$ cat config.mk
export PLATFORM = sky130hd
export DESIGN_NAME = countdown_timer_bcd
export DESIGN_NICKNAME = d
export VERILOG_FILES = /design/src/rtl/countdown_timer_bcd.sv
export SDC_FILE = /design/constraint.sdc
export NUM_CORES = 1
export LEC_CHECK = 0
export ABC_AREA = 1
export CAP_MARGIN = 10
export CORE_MARGIN = 2
export CORE_UTILIZATION = 52
export DETAILED_ROUTE_END_ITERATION = 12
export PLACE_DENSITY = 0.84
export RECOVER_POWER = 25
export SYNTH_ARGS = -nofsm -noshare
export SYNTH_HDL_FRONTEND = slang
export SYNTH_SLANG_ARGS = --single-unit
$ cat constraint.sdc
create_clock -name Clk -period 1.75 [get_ports Clk]
set_clock_uncertainty 0.05 [all_clocks]
set_input_delay 0.35 -clock Clk [delete_from_list [all_inputs] [get_ports Clk]]
set_output_delay 0.35 -clock Clk [all_outputs]
set_load 0.005 [all_outputs]
$ cat src/rtl/countdown_timer_bcd.sv
// BCD M:SS countdown timer with built-in one-second prescaler and IDLE/RUN/PAUSE control.
// Define COUNTDOWN_ADD_TIME_EN to let Start in RUN/PAUSE add PresetMin to the remaining minutes.
module countdown_timer_bcd #(
    parameter int MIN_DIGITS = 1,
    parameter int TICK_DIV   = 50000000
) (
    input  logic                    Clk,
    input  logic                    nReset,
    input  logic                    Start,
    input  logic                    Pause,
    input  logic                    Clear,
    input  logic [4*MIN_DIGITS-1:0] PresetMin,
    output logic [4*MIN_DIGITS-1:0] Min,
    output logic [3:0]              SecTens,
    output logic [3:0]              SecOnes,
    output logic                    Running,
    output logic                    Busy,
    output logic                    Done
);

    localparam int              MW        = 4 * MIN_DIGITS;
    localparam int              PW        = $clog2(TICK_DIV);
    localparam logic [PW-1:0]   PRESC_MAX = PW'(TICK_DIV - 1);
    localparam logic [MW-1:0]   MIN_FULL  = {MIN_DIGITS{4'd9}};

`ifdef COUNTDOWN_ADD_TIME_EN
    localparam bit ADD_TIME_EN = 1'b1;
`else
    localparam bit ADD_TIME_EN = 1'b0;
`endif

    typedef enum logic [1:0] {
        IDLE  = 2'd0,
        RUN   = 2'd1,
        PAUSE = 2'd2
    } stateT;

    stateT           state;
    stateT           stateNext;
    logic [PW-1:0]   presc;
    logic [PW-1:0]   prescNext;
    logic [MW-1:0]   minNext;
    logic [3:0]      tensNext;
    logic [3:0]      onesNext;
    logic [MW-1:0]   presetClamped;
    logic            presetValid;
    logic            tick;
    logic            expire;

    // Any BCD digit above 9 is treated as 9.
    function automatic logic [MW-1:0] clampBcd(input logic [MW-1:0] v);
        logic [MW-1:0] r;
        r = v;
        for (int i = 0; i < MIN_DIGITS; i++) begin
            if (v[4*i +: 4] > 4'd9) r[4*i +: 4] = 4'd9;
        end
        return r;
    endfunction

    // Minutes minus one with BCD borrow; only called with a non-zero value.
    function automatic logic [MW-1:0] decBcd(input logic [MW-1:0] v);
        logic [MW-1:0] r;
        logic          borrow;
        r      = v;
        borrow = 1'b1;
        for (int i = 0; i < MIN_DIGITS; i++) begin
            if (borrow) begin
                if (v[4*i +: 4] == 4'd0) begin
                    r[4*i +: 4] = 4'd9;
                end else begin
                    r[4*i +: 4] = v[4*i +: 4] - 4'd1;
                    borrow      = 1'b0;
                end
            end
        end
        return r;
    endfunction

    // BCD sum that saturates at all-nines instead of wrapping.
    function automatic logic [MW-1:0] addBcdSat(input logic [MW-1:0] a, input logic [MW-1:0] b);
        logic [MW-1:0] r;
        logic          carry;
        logic [4:0]    s;
        r     = '0;
        carry = 1'b0;
        for (int i = 0; i < MIN_DIGITS; i++) begin
            s = {1'b0, a[4*i +: 4]} + {1'b0, b[4*i +: 4]} + {4'd0, carry};
            if (s > 5'd9) begin
                r[4*i +: 4] = 4'(s - 5'd10);
                carry       = 1'b1;
            end else begin
                r[4*i +: 4] = s[3:0];
                carry       = 1'b0;
            end
        end
        return carry ? MIN_FULL : r;
    endfunction

    assign presetClamped = clampBcd(PresetMin);
    assign presetValid   = |presetClamped;
    assign tick          = (state == RUN) && (presc == PRESC_MAX);

    always_comb begin
        // NOTE: every variable gets a default before any branch so no path can hold a stale value and infer a latch.
        stateNext = state;
        prescNext = presc;
        minNext   = Min;
        tensNext  = SecTens;
        onesNext  = SecOnes;
        expire    = 1'b0;

        if (Clear) begin
            stateNext = IDLE;
            prescNext = '0;
            minNext   = '0;
            tensNext  = 4'd0;
            onesNext  = 4'd0;
        end else begin
            unique case (state)
                IDLE: begin
                    if (Start && presetValid) begin
                        minNext   = presetClamped;
                        tensNext  = 4'd0;
                        onesNext  = 4'd0;
                        prescNext = '0;
                        stateNext = Pause ? PAUSE : RUN;
                    end
                end

                RUN, PAUSE: begin
                    if (state == RUN) prescNext = tick ? '0 : presc + PW'(1);

                    if (tick) begin
                        if (SecOnes != 4'd0) begin
                            onesNext = SecOnes - 4'd1;
                        end else begin
                            onesNext = 4'd9;
                            if (SecTens != 4'd0) begin
                                tensNext = SecTens - 4'd1;
                            end else begin
                                tensNext = 4'd5;
                                minNext  = decBcd(Min);
                            end
                        end
                        expire = (minNext == '0) && (tensNext == 4'd0) && (onesNext == 4'd0);
                    end

                    // Added time applies after the decrement and rescues an expiry in the same cycle.
                    if (ADD_TIME_EN && Start && presetValid) begin
                        minNext = addBcdSat(minNext, presetClamped);
                        expire  = 1'b0;
                    end

                    if (expire)     stateNext = IDLE;
                    else if (Pause) stateNext = PAUSE;
                    else            stateNext = RUN;
                end

                default: stateNext = IDLE;
            endcase
        end
    end

    always_ff @(posedge Clk or negedge nReset) begin
        if (!nReset) begin
            state   <= IDLE;
            presc   <= '0;
            Min     <= '0;
            SecTens <= 4'd0;
            SecOnes <= 4'd0;
            Running <= 1'b0;
            Busy    <= 1'b0;
            Done    <= 1'b0;
        end else begin
            // NOTE: non-blocking assignments so every register samples the pre-edge values of the others.
            state   <= stateNext;
            presc   <= prescNext;
            Min     <= minNext;
            SecTens <= tensNext;
            SecOnes <= onesNext;
            Running <= (stateNext == RUN);
            Busy    <= (stateNext != IDLE);
            Done    <= expire;
        end
    end

endmodule
==> flow_metrics.env <==
export IMPL_status="finished, violations left"
export IMPL_violations="negative setup slack"
export IMPL_drv_cap=0
export IMPL_period_minus_slack_ps=2050
export IMPL_finalSetupTns_ps=-3430
export IMPL_place_hpwl_um=5020
export IMPL_synth_top_cell_area_share=0.403
export IMPL_insertion_delay_ps=310
export IMPL_initial_core_util=0.530
export IMPL_ys_flop_type="dfrtp_1"
export IMPL_combinationalPowerShare=0.557
export IMPL_place_inst=501
export IMPL_fmax_ghz=0.488
export IMPL_coreArea_um2=5040
export IMPL_yosys_warnings=0
export IMPL_period_share=1.17
export IMPL_slowest_delay_ps=430
export IMPL_switchingPower_mw=1.76
export IMPL_clk_path_buf_depth=2
export IMPL_crit_path_frequent_cell="nand2_1"
export IMPL_globalplace_congestion=0.865
export IMPL_fp_dieArea_um2=5730
export IMPL_rows=26
export IMPL_synth_common_cells="nand2_1 (91), inv_1 (46), nor2_1 (46)"
export IMPL_drive_above_1_share=0.352
export IMPL_criticalPathCategory="reg2reg"
export IMPL_synthesis_area_um2=2670
export IMPL_grt_ovfl_total=0
export IMPL_synth_async_reset_ratio=1.00
export IMPL_rrSetupSlack_ps=-300
export IMPL_grt_pass1_wl_um=11300
export IMPL_reg2regPathDepth=11
export IMPL_drtAntennaViolNets=0
export IMPL_grt_pass1_vias=2669
export IMPL_track_usage=0.261
export IMPL_avgSynthCellArea_um2=7.34
export IMPL_cts_sinks=43
export IMPL_io_pins=24
export IMPL_p_clk_frac=0.155
export IMPL_synth_edff_count=0
export IMPL_port_buffers=23
export IMPL_internal_power_mw=2.51
export IMPL_die_w_um=75.7
export IMPL_yosysTopAreaCell="dfrtp_1"
export IMPL_num_vias=2983
export IMPL_setup_viol_count_final=37
export IMPL_worst_pin_slew_ps=554
export IMPL_crit_required_ps=1940
export IMPL_cpMaxStageDelayCell="dfrtp_1"
export IMPL_arrival_ps=2240
export IMPL_crit_chain="nor2_4, nand3_1, nand2_1, nand2_1, inv_1, nand2_1, nor2_1, nand3_2, buf_4, buf_4, nor2_2"
export IMPL_finalNonFillerCells=528
export IMPL_wl_um=8540
export IMPL_seq_area_frac_synth=0.403
export IMPL_dp_slack_ps=-403
export IMPL_irDropWorstVdd_mv=1.28
export IMPL_cp_endpoint="Done"
export IMPL_yosysMostFrequentCell="nand2_1"
export IMPL_crit_start="SecOnes[0]"
export IMPL_drtPass1Iterations=7
export IMPL_wire_per_inst_um=16.2
export IMPL_multi_input_area_um2=1560
export IMPL_clk_root_buffer_cell="clkbuf_8"
export IMPL_setup_ws_ps=-298
export IMPL_r2r_start="SecOnes[0]"
export IMPL_slew_violations=0
export IMPL_hold_violations=0
export IMPL_antennaDiodeCount=0
export IMPL_path_clk_slew_ps=90
export IMPL_grt_setup_unrepaired="true"
export IMPL_worstHoldPathType="in2async"
export IMPL_register_area_um2=1080
export IMPL_synth_nets=377
export IMPL_chipHeight_um=75.7
export IMPL_crit_path_end_kind="register"
export IMPL_crit_fanout=6
export IMPL_grt_max_degree=40
export IMPL_finalPower_mw=4.27
export IMPL_via_per_inst=5.65
export IMPL_power_leakage_nw=1.81
export IMPL_p_per_area_nw_per_um2=1120
export IMPL_htree_levels=2
export IMPL_yosys_cell_types_count=36
export IMPL_antenna_found_initial=0
export IMPL_area_delta_synth_final_pct=43.1
export IMPL_crit_path_start_kind="register"
export IMPL_syn_instance_count=364
export IMPL_ys_top_cells_by_area="dfrtp_1 (40%), nand2_1 (13%), inv_1 (6.5%)"
export IMPL_drc=0
export IMPL_slew_headroom=0.631
export IMPL_cts_tree="done"
export IMPL_nets=471
export IMPL_p_seq_frac=0.288
export IMPL_synth_seq_cells=43
export IMPL_drt_iter0_markers=274
export IMPL_cts_buffers=5
export IMPL_fillers=317
export IMPL_p_sw_frac=0.413
export IMPL_reg2reg_to="Done"
-- flip-flops by register name (all words and copies together) (netlist names) --
name and flops:
SecOnes 4, Min 4, Done 1, presc 26, state 2, Running 1, SecTens 4, Busy 1
-- power groups by stage --
stage	Sequential, mW	Combinational, mW	Clock [mW]
floorplan	1.24	1.10	0
global placement	1.22	1.75	0
detailed placement	1.23	1.80	0
CTS	1.22	1.92	0.648
global route	1.24	2.56	0.697
finish	1.23	2.38	0.661
-- layout make-up --
class / count / area share
inverter: 55 / 0.0573
tap: 70 / 0.0229
timing repair buffer: 93 / 0.208
sequential: 43 / 0.281
multi-input combinational: 260 / 0.407
clock buffer: 6 / 0.0216
clock inverter: 1 / 0.00131
-- per-layer routing --
metal / track usage / share of wire / up-vias
li1: - / - / 1348
met1: 0.306 / 0.36 / 1429
met2: 0.475 / 0.52 / 159
met3: 0.0437 / 0.070 / 47
met4: 0.0994 / 0.048 / 0
met5: 0 / 0 / -
-- worst max-delay path, delay by kind of cell (launching register included) --
family / cells / cell delay (ps)
AND/OR/NAND/NOR: 8 / 1110
flip-flops: 1 / 430
buffers and inverters: 3 / 380
-- cell usage in the layout, fill, tap and decap left out, types with 13 or more instances in the layout --
cell type	instances
clkdlybuf4s50_1	18
nand3_1	17
nand2_1	80
nor2_1	36
inv_2	13
nand2_2	15
nor2_4	13
dfrtp_1	43
buf_4	60
o21ai_1	13
inv_1	39
-- worst min-delay path by stage --
stage                       from   endpoint  slack, ps  cells past startpoint
final                     nReset  presc[19]        370                      2
after CTS                 nReset  presc[22]        350                      2
after global routing      nReset  presc[22]        420                      2
after floorplan           nReset       Busy          4                      0
after global placement    nReset  presc[22]        130                      1
after detailed placement  nReset  presc[22]        130                      1
-- cells by family (layout without fill, tap and decap cells) --
group / Yosys count / after routing / share of synthesized area
AOI/OAI and AO/OA: 49 / 49 / 0.111
DFF: 43 / 43 / 0.403
buffers and inverters: 61 / 155 / 0.0937
and+or+nand+nor: 201 / 201 / 0.354
xor gates and xnor gates: 6 / 6 / 0.0197
adders and majority gates: 4 / 4 / 0.0187
-- timing repair --
item / 4_1_cts / 5_1_grt
setup endpoints to repair: 43 / 45
hold buffers: 1 / 0
setup buffers: 6 / 13
gates resized for setup: 20 / 53
pin swaps: 10 / 20
hold endpoints to repair: 4 / 0
-- stage by stage --
step                cell area [um2]  utilization  hold WS [ps]
finish                         3820        0.758           366
CTS                            3570        0.707           350
global route                   3820        0.758           416
floorplan                      2700            -          4.41
global placement               3370        0.668           132
detailed placement             3370        0.668           133
(Power assumes the default switching activity.)
